<file path="src/rtl/tg2_axi_perf_mon.sv">
// Passive AXI-MM performance monitor for the TG2-to-EMIF user interface.
// Counts handshakes, error responses and in-order read latency between TG start and completion.
module tg2_axi_perf_mon #(
    parameter int CNT_W              = 48,
    parameter int LAT_W              = 16,
    parameter int TS_FIFO_DEPTH_LOG2 = 5,
    parameter int LEN_W              = 8
) (
    input  logic             clk,
    input  logic             local_rst_n_sync,
    input  logic             tg_start,
    input  logic             tg_complete,
    input  logic             awvalid,
    input  logic             awready,
    input  logic [LEN_W-1:0] awlen,
    input  logic             wvalid,
    input  logic             wready,
    input  logic             wlast,
    input  logic             bvalid,
    input  logic             bready,
    input  logic [1:0]       bresp,
    input  logic             arvalid,
    input  logic             arready,
    input  logic [LEN_W-1:0] arlen,
    input  logic             rvalid,
    input  logic             rready,
    input  logic             rlast,
    input  logic [1:0]       rresp,
    input  logic [3:0]       mon_addr,
    input  logic             mon_rd,
    output logic [63:0]      mon_rdata,
    output logic             mon_rvalid,
    output logic             mon_busy
);

    localparam int PTR_W = TS_FIFO_DEPTH_LOG2;
    localparam int OCC_W = TS_FIFO_DEPTH_LOG2 + 1;
    localparam int DEPTH = 1 << TS_FIFO_DEPTH_LOG2;

    typedef enum logic [1:0] {
        ST_IDLE = 2'd0,
        ST_RUN  = 2'd1,
        ST_DONE = 2'd2
    } state_t;

    function automatic logic [CNT_W-1:0] sat_add(input logic [CNT_W-1:0] a,
                                                 input logic [CNT_W-1:0] b);
        logic [CNT_W:0] s;
        s = {1'b0, a} + {1'b0, b};
        return s[CNT_W] ? {CNT_W{1'b1}} : s[CNT_W-1:0];
    endfunction

    function automatic logic [CNT_W-1:0] sat_inc(input logic [CNT_W-1:0] a);
        return sat_add(a, CNT_W'(1));
    endfunction

    state_t state_q, state_d;

    logic [CNT_W-1:0] aw_bursts, aw_beats, w_beats, b_cnt, b_err;
    logic [CNT_W-1:0] ar_bursts, ar_beats, r_beats, r_err;
    logic [CNT_W-1:0] lat_sum, lat_cnt;
    logic [LAT_W-1:0] lat_min, lat_max, timer, lat;
    logic             ovf, unf;

    logic [LAT_W-1:0] ts_mem [DEPTH];
    logic [PTR_W-1:0] wr_ptr, rd_ptr;
    logic [OCC_W-1:0] occ;

    logic run, aw_hs, w_hs, b_hs, ar_hs, r_hs;
    logic push_req, pop_req, push_ok, pop_ok, fifo_empty, fifo_full;
    logic [63:0] rd_mux;
    logic unused_taps;

    // W beats are counted individually, so wlast carries no extra information here
    assign unused_taps = wlast;

    // ---- FSM ----
    always_ff @(posedge clk or negedge local_rst_n_sync) begin
        if (!local_rst_n_sync) state_q <= ST_IDLE;
        else                   state_q <= state_d;
    end

    always_comb begin
        state_d = state_q;
        if (tg_start) begin
            state_d = ST_RUN;
        end else begin
            case (state_q)
                ST_RUN:  if (tg_complete) state_d = ST_DONE;
                default: state_d = state_q;
            endcase
        end
    end

    assign run      = (state_q == ST_RUN);
    assign mon_busy = run;

    assign aw_hs = run & awvalid & awready;
    assign w_hs  = run & wvalid & wready;
    assign b_hs  = run & bvalid & bready;
    assign ar_hs = run & arvalid & arready;
    assign r_hs  = run & rvalid & rready;

    // ---- timestamp FIFO: single ARID means responses retire in AR order ----
    assign push_req   = ar_hs;
    assign pop_req    = r_hs & rlast;
    assign fifo_empty = (occ == '0);
    assign fifo_full  = (occ == OCC_W'(DEPTH));
    assign pop_ok     = pop_req & ~fifo_empty;
    assign push_ok    = push_req & (~fifo_full | pop_ok);
    assign lat        = timer - ts_mem[rd_ptr];

    always_ff @(posedge clk) begin
        if (push_ok) ts_mem[wr_ptr] <= timer;
    end

    always_ff @(posedge clk or negedge local_rst_n_sync) begin
        if (!local_rst_n_sync) begin
            wr_ptr <= '0;
            rd_ptr <= '0;
            occ    <= '0;
            ovf    <= 1'b0;
            unf    <= 1'b0;
            timer  <= '0;
        end else if (tg_start) begin
            wr_ptr <= '0;
            rd_ptr <= '0;
            occ    <= '0;
            ovf    <= 1'b0;
            unf    <= 1'b0;
            timer  <= '0;
        end else begin
            timer <= timer + LAT_W'(1);
            if (push_ok) wr_ptr <= wr_ptr + PTR_W'(1);
            if (pop_ok)  rd_ptr <= rd_ptr + PTR_W'(1);
            case ({push_ok, pop_ok})
                2'b10:   occ <= occ + OCC_W'(1);
                2'b01:   occ <= occ - OCC_W'(1);
                default: occ <= occ;
            endcase
            if (push_req && !push_ok) ovf <= 1'b1;
            if (pop_req && fifo_empty) unf <= 1'b1;
        end
    end

    // ---- event counters ----
    always_ff @(posedge clk or negedge local_rst_n_sync) begin
        if (!local_rst_n_sync) begin
            aw_bursts <= '0;
            aw_beats  <= '0;
            w_beats   <= '0;
            b_cnt     <= '0;
            b_err     <= '0;
            ar_bursts <= '0;
            ar_beats  <= '0;
            r_beats   <= '0;
            r_err     <= '0;
        end else if (tg_start) begin
            aw_bursts <= '0;
            aw_beats  <= '0;
            w_beats   <= '0;
            b_cnt     <= '0;
            b_err     <= '0;
            ar_bursts <= '0;
            ar_beats  <= '0;
            r_beats   <= '0;
            r_err     <= '0;
        end else begin
            if (aw_hs) begin
                aw_bursts <= sat_inc(aw_bursts);
                aw_beats  <= sat_add(aw_beats, CNT_W'(awlen) + CNT_W'(1));
            end
            if (w_hs) w_beats <= sat_inc(w_beats);
            if (b_hs) begin
                b_cnt <= sat_inc(b_cnt);
                if (bresp != 2'b00) b_err <= sat_inc(b_err);
            end
            if (ar_hs) begin
                ar_bursts <= sat_inc(ar_bursts);
                ar_beats  <= sat_add(ar_beats, CNT_W'(arlen) + CNT_W'(1));
            end
            if (r_hs) begin
                r_beats <= sat_inc(r_beats);
                if (rresp != 2'b00) r_err <= sat_inc(r_err);
            end
        end
    end

    // ---- latency statistics ----
    always_ff @(posedge clk or negedge local_rst_n_sync) begin
        if (!local_rst_n_sync) begin
            lat_min <= '1;
            lat_max <= '0;
            lat_sum <= '0;
            lat_cnt <= '0;
        end else if (tg_start) begin
            lat_min <= '1;
            lat_max <= '0;
            lat_sum <= '0;
            lat_cnt <= '0;
        end else if (pop_ok) begin
            if (lat < lat_min) lat_min <= lat;
            if (lat > lat_max) lat_max <= lat;
            lat_sum <= sat_add(lat_sum, CNT_W'(lat));
            lat_cnt <= sat_inc(lat_cnt);
        end
    end

    // ---- register read port ----
    always_comb begin
        rd_mux = '0;
        case (mon_addr)
            4'd0:    rd_mux = {60'b0, unf, ovf, state_q};
            4'd1:    rd_mux = 64'(aw_bursts);
            4'd2:    rd_mux = 64'(aw_beats);
            4'd3:    rd_mux = 64'(w_beats);
            4'd4:    rd_mux = 64'(b_cnt);
            4'd5:    rd_mux = 64'(b_err);
            4'd6:    rd_mux = 64'(ar_bursts);
            4'd7:    rd_mux = 64'(ar_beats);
            4'd8:    rd_mux = 64'(r_beats);
            4'd9:    rd_mux = 64'(r_err);
            4'd10:   rd_mux = 64'({lat_max, lat_min});
            4'd11:   rd_mux = 64'(lat_sum);
            4'd12:   rd_mux = 64'(lat_cnt);
            4'd13:   rd_mux = 64'(occ);
            default: rd_mux = '0;
        endcase
    end

    always_ff @(posedge clk or negedge local_rst_n_sync) begin
        if (!local_rst_n_sync) begin
            mon_rdata  <= '0;
            mon_rvalid <= 1'b0;
        end else begin
            mon_rvalid <= mon_rd;
            if (mon_rd) mon_rdata <= rd_mux;
        end
    end

endmodule
</file>
<file path="config.mk">
export PLATFORM = sky130hd
export DESIGN_NAME = tg2_axi_perf_mon
export DESIGN_NICKNAME = d
export VERILOG_FILES = /design/src/rtl/tg2_axi_perf_mon.sv
export SDC_FILE = /design/constraint.sdc
export NUM_CORES = 2
export LEC_CHECK = 0
export CAP_MARGIN = 25
export CORE_ASPECT_RATIO = 0.6
export CORE_UTILIZATION = 30
export CTS_BUF_LIST = sky130_fd_sc_hd__clkbuf_8
export DETAILED_ROUTE_END_ITERATION = 10
export PLACE_DENSITY = 0.5
export SKIP_LAST_GASP = 1
export SLEW_MARGIN = 10
export SYNTH_ARGS = -nofsm -noshare
export SYNTH_HDL_FRONTEND = slang
export SYNTH_SLANG_ARGS = --single-unit
</file>
<file path="constraint.sdc">
create_clock -name clk -period 12.7 [get_ports clk]
set_input_delay 2.54 -clock clk [delete_from_list [all_inputs] [get_ports clk]]
set_output_delay 2.54 -clock clk [all_outputs]
set_load 0.005 [all_outputs]
</file>
# After elaboration in Yosys (flattened, before gate mapping)
# Memories as Yosys holds them, arrays and structs flattened.
# Cells that the tools add are included.
[word_totals]
regBits = 661
mem_bits_rw = 512
in_bits = 41
output_inout_bits = 66
word_cells = 163
memories = 1
[op_classes]
add_sub_neg = 19
magnitude_cmp = 2
eq_ne = 17
mux = 58
bitwise_logic = 16
n_reduce_logical = 28
[memory_table]
columns = ["memory", "words", "word_bits", "read_ports", "rd_clocked_by_memory_dff", "write_ports", "line", "rtl"]
rows = [
  ["ts_mem", 32, 16, 1, 0, 1, "65", "logic [LAT_W-1:0] ts_mem [DEPTH];"],
]
[op_table]
columns = ["op", "n"]
rows = [
  ["two-way mux 48 bit", 35],
  ["one-hot mux 48 bit (14 select lines)", 1],
  ["adder 48 x 1 -> 49 bit, second input constant", 8],
  ["two-way mux 16 bit", 7],
  ["adder 48 x 9 -> 49 bit", 2],
  ["adder 48 x 16 -> 49 bit", 1],
  ["nonzero test 2 bit", 17],
  ["equality test 4 bit, second input constant", 6],
  ["two-way mux 5 bit", 4],
  ["adder 8 x 1 -> 9 bit, second input constant", 2],
  ["adder 16 x 1 -> 16 bit, second input constant", 1],
  ["equality test 4 x 3 -> 1 bit, second input constant", 4],
  ["greater-than comparator 16 bit", 1],
  ["< comparator 16 bit", 1],
  ["subtractor 16 bit", 1],
  ["AND 1 bit", 13],
  ["one-hot mux 6 bit (2 select lines)", 1],
  ["adder 5 x 1 -> 5 bit, second input constant", 2],
  ["AND reduction 2 bit", 5],
  ["equality test 4 x 2 -> 1 bit, second input constant", 2],
  ["adder 6 x 1 -> 6 bit, second input constant", 1],
  ["equality test 6 bit, second input constant", 1],
  ["logical NOT 6 bit", 1],
  ["two-way mux 1 bit", 6],
  ["other kinds (12)", 17],
]

# Longest topological paths before layout
[logic_depth]
depth_word = 11
mapped_depth = 26
ltp_nobuf = 22

# Worst setup path before layout
# No wires, ideal clock.
[synth_path]
kind = "flip-flop to flip-flop"
from = "register rd_ptr[0]"
to = "register lat_sum[27]"
setup_ns = 0.138
arrival_ns = 6.354
required_ns = 12.562
slack_ns = 6.208
stages_incl_launch_ff = 24
n_path_buf = 5
synth_period_minus_slack_ns = 6.492
path_cell_list = "dfrtp_1 buf_2 buf_2 buf_1 mux4_2 mux4_2 mux2i_1 ha_1 a211oi_1 o21ai_0 a211oi_1 o21ai_0 a31o_2 or2_2 ha_1 and2_1 and3_1 o32ai_1 or3_1 clkbuf_1 buf_2 o21ai_0 a21oi_1 a211oi_1"
[synth_via]
elab_chain_cells = 6
[synth_lines]
columns = ["item", "line", "rtl"]
rows = [
  ["start: declaration", "66", "logic [PTR_W-1:0] wr_ptr, rd_ptr;"],
  ["start signal: assignment", "135", "if (pop_ok) rd_ptr <= rd_ptr + PTR_W'(1);"],
  ["memory (32 x 16 bit)", "n/a", ""],
  ["subtractor 16 bit", "111", "assign lat = timer - ts_mem[rd_ptr];"],
  ["adder 48 x 16 -> 49 bit", "49", "s = {1'b0, a} + {1'b0, b};"],
  ["two-way mux 48 bit", "50", "return s[CNT_W] ? {CNT_W{1'b1}} : s[CNT_W-1:0];"],
  ["two-way mux 48 bit", "201", "end else if (pop_ok) begin"],
  ["two-way mux 48 bit", "196", "end else if (tg_start) begin"],
  ["end signal: assignment", "204", "lat_sum <= sat_add(lat_sum, CNT_W'(lat));"],
  ["end: declaration", "61", "logic [CNT_W-1:0] lat_sum, lat_cnt;"],
]
# No other way between the ends. The select of a mux whose other input is x is not followed.
# A chain may end at the register's enable or synchronous reset.

# Final worst setup path
[layout_path]
from = "register rd_ptr[1]"
to = "register lat_sum[47]"
# Same word-level chain as after synthesis.

==> results.toml <==
[cells_and_area]
syn2layout_area_growth_pct = 13.2
finalNonFillerCells = 8176
finalCoreUtilization_pct = 34.3
num-fill-cells = 19500
finalNetCount = 5566
final_layout_size_suffix_gt1_share_pct = 12.2
finish.instance_area_um2 = 66600

[global_routing]
grt.overflow.total = 0
antenna_found_initial = 37
first_global_vias = 44300
groute.usage.overall_pct = 25.3
largest_net_degree_at_the_start_of_global_routing = 124
grt_first_pass_wirelength_um = 358000

[timing]
worst-slew-pin-transition_ns = 1.43
final.period_utilization_pct = 60.5
postLayoutSetupSlackWorst_ns = 5.02
setup_tns_ns = 0
finalHoldWorstSlack_ns = 0.528
pins_over_their_slew_limit = 0
fin_worst_skew_ns = 0.127
timing.fmax_ghz = 0.130
rsz0062_at_grt = "false"
timing.max_slew.rel_slack_pct = 4.95
setup_viol_count_final = 0
final_critical_delay_including_setup_and_external_delays_ns = 7.68
timing.final.hold_violations = 0

[clocking]
tritoncts.num_buffers = 190
clockRootBuffer = "clkbuf_8"
tritoncts_clock_tree = "built"
tritoncts_num_sinks = 1157
cts.htree.levels = 4
cts_post_setup_buffers_inserted = 0
cts.clk_slew.worst_paths_ns = 0.07
clk_path_buf_depth = 4
postCtsResizedCells = 0
post_cts_hold_buffer_count = 0
clk_latency_ns = 0.95

[route]
postRouteAntennaNets = 0
detail_route.wl_per_cell_um = 31.5
num_vias = 49900
vias_per_cell = 6.11
drt_drc_violations_left = 0
routed_wirelength_um = 257000
detail_route.iter0.violations = 7536
drt-pass1-iter-count = 6

[logic_synthesis]
synth_seq_cells = 1157
yosysTopAreaCell = "dfrtp_1"
synth_enable_flop_cells = 512
synth_cell_types = 88
yosys_warnings = 0
synth_area_um2 = 58800
synth-async-reset-ratio_pct = 55.7
ys.flop_type = "dfrtp_1"
synth_top_area_share_pct = 26.7
seq_total_area_yosys_pct = 53.6
post_synth_inst_count = 5325
syn_area_per_cell_um2 = 11.1
post_synth_main_area_contributors = "dfrtp_1 27%, edfxtp_1 26%, mux4_2 5.9%, nor2_1 3.0%, a21oi_1 2.8%"

[power]
p_total_mw = 7.64
power.leakage_nw = 24.0
cellPowerDensity_nw_per_um2 = 115
ir_drop_uv = 72.2

[die]
floorplan.die.width_um = 574
floorplan.die_area_um2 = 198000
std_cell_rows = 125
design.core.area_um2 = 194000
initial_utilization_pct = 30.3
ioPinCount = 107
floorplan.die.height_um = 345

[place]
routabilityCongestion = 1.08
dp_slack_ns = 4.75
hpwl_um = 188000
buffer_ports.inserted = 89
detailed_place.area_um2 = 62900
dp.cells = 7824

[worst_hold_path]
hold_depth = 2
hold_path_class = "reg -> reg"

[worst_setup_path]
path_class = "reg -> reg"
cp_data_arrival_time_ns = 8.45
slowest_stage = "dfrtp_4"
critical_path.cell_chain = "buf_4 -> mux4_2 -> mux4_2 -> mux2i_1 -> ha_1 -> a211oi_1 -> o21ai_0 -> a211oi_1 -> o21bai_1 -> xor2_1 -> ha_1 -> and3_1 -> or3_1 -> o22ai_1 -> a21oi_1 -> a31oi_1 -> nor2_1 -> nand4_1 -> nor3b_1"
crit_fanout = 53
worstSetupStartpointType = "register"
timing.critical_path.depth = 19
end_kind = "register"
length_in_cells_of_the_worst_reg_to_reg_path = 19
critPathBufInv = 1
critical-path-top-delay-family = "compound AO/OA/AOI/OAI gates"
timing.critical_path.slowest_cell_delay_ns = 0.90
critical_path_required_ns = 13.47

[run]
drv_cap = 0

[status]
outcome = "completed"
[path summary, 6_finish.rpt]
check                                 start       endpoint  slack [ns]
max                               rd_ptr[1]    lat_sum[47]        5.02
min                                     ovf            ovf        0.53
max reg2reg                       rd_ptr[1]    lat_sum[47]        5.02
min reg2reg                             ovf            ovf        0.53
max in group asynchronous  local_rst_n_sync    r_beats[21]        8.79
min in group asynchronous  local_rst_n_sync  ar_bursts[23]        1.70
[power breakdown]
group | switching (mW) | leakage (nW) | internal [mW]
registers | 0.0488 | 13.7 | 3.91
clock network | 1.63 | 2.07 | 1.59
logic | 0.323 | 8.27 | 0.132
total | 2.00 | 24.0 | 5.64
[flip-flops by register name, summed over array words and instances, names as in the netlist, 6 cells and up]
register and count:
b_cnt 48, timer 16, lat_max 16, r_beats 48, w_beats 48, mon_rdata 48
aw_beats 48, aw_bursts 48, ar_bursts 48, lat_cnt 48, b_err 48, occ 6
r_err 48, ts_mem 512, lat_sum 48, ar_beats 48, lat_min 16
[cell families after synthesis]
kind of cell    after synthesis  synth area share, %
mux                         237                 7.31
simple gates               1792                 15.2
other cells                   1              0.00637
fa+ha+maj                   102                 2.23
xor+xnor                    103                 1.53
flops                      1157                 53.6
buf+inv                     481                 3.30
compound gates             1452                 16.8
[cells in the final DEF (no fill, tap or decap), types with 30 or more instances in the layout]
master           instances
and2_1                  41
a22oi_1                 82
or3_1                   30
ha_1                    97
o21ai_0                257
nand3_1                269
xor2_1                  59
and3_1                 180
a31oi_1                 81
o22ai_1                 72
clkbuf_8               218
mux4_2                 154
a211o_1                 30
edfxtp_1               512
xnor2_1                 44
a21oi_1                329
a221oi_1                90
clkdlybuf4s50_1         86
a211oi_1               111
nor3_1                 183
nor2_1                 432
a22o_1                  91
mux2i_1                 81
inv_1                  215
and4_1                  45
buf_4                  123
dfrtp_1                624
nand2_1                322
nand4_1                120
a311oi_1               125
[layer usage]
| metal | vias to the layer above | routed length (µm) | GRT usage [%] |
|---|---|---|---|
| met5 | - | 889 | 1.03 |
| met4 | 26 | 5330 | 5.21 |
| met3 | 359 | 44900 | 15.1 |
| met2 | 3156 | 86800 | 28.0 |
| met1 | 25500 | 119000 | 39.3 |
| li1 | 20900 | - | - |
[cell usage after synthesis, drive strengths merged (44+ instances only)]
master	number
and4	45
nor2	469
edfxtp	512
a221oi	90
ha	97
a22oi	82
nand3	271
a31oi	82
and3	181
o21ai	261
xnor2	44
dfrtp	629
o22ai	72
a211oi	113
xor2	59
a21oi	329
clkbuf	258
a311oi	128
a22o	91
nand4	121
mux2i	81
inv	144
nor3	197
mux4	154
buf	79
nand2	323
[area by class of cell]
cell class / count / area [µm²] / share of cell area, %
flip-flops and latches: 1157 / 31500 / 47.4
multi-input cells: 3702 / 25700 / 38.5
well taps: 2603 / 3260 / 4.89
clock inverters: 108 / 493 / 0.740
clock buffers: 218 / 3000 / 4.51
repair buffers: 228 / 2060 / 3.10
diodes: 16 / 40.0 / 0.0601
inverters: 144 / 543 / 0.815
[worst min-delay path, stage by stage (launching register included)]
cell	delay [ns]
dfrtp_1	0.35
a41oi_1	0.05
nor2_1	0.09
Note: power is estimated with default switching activity, not from simulation.
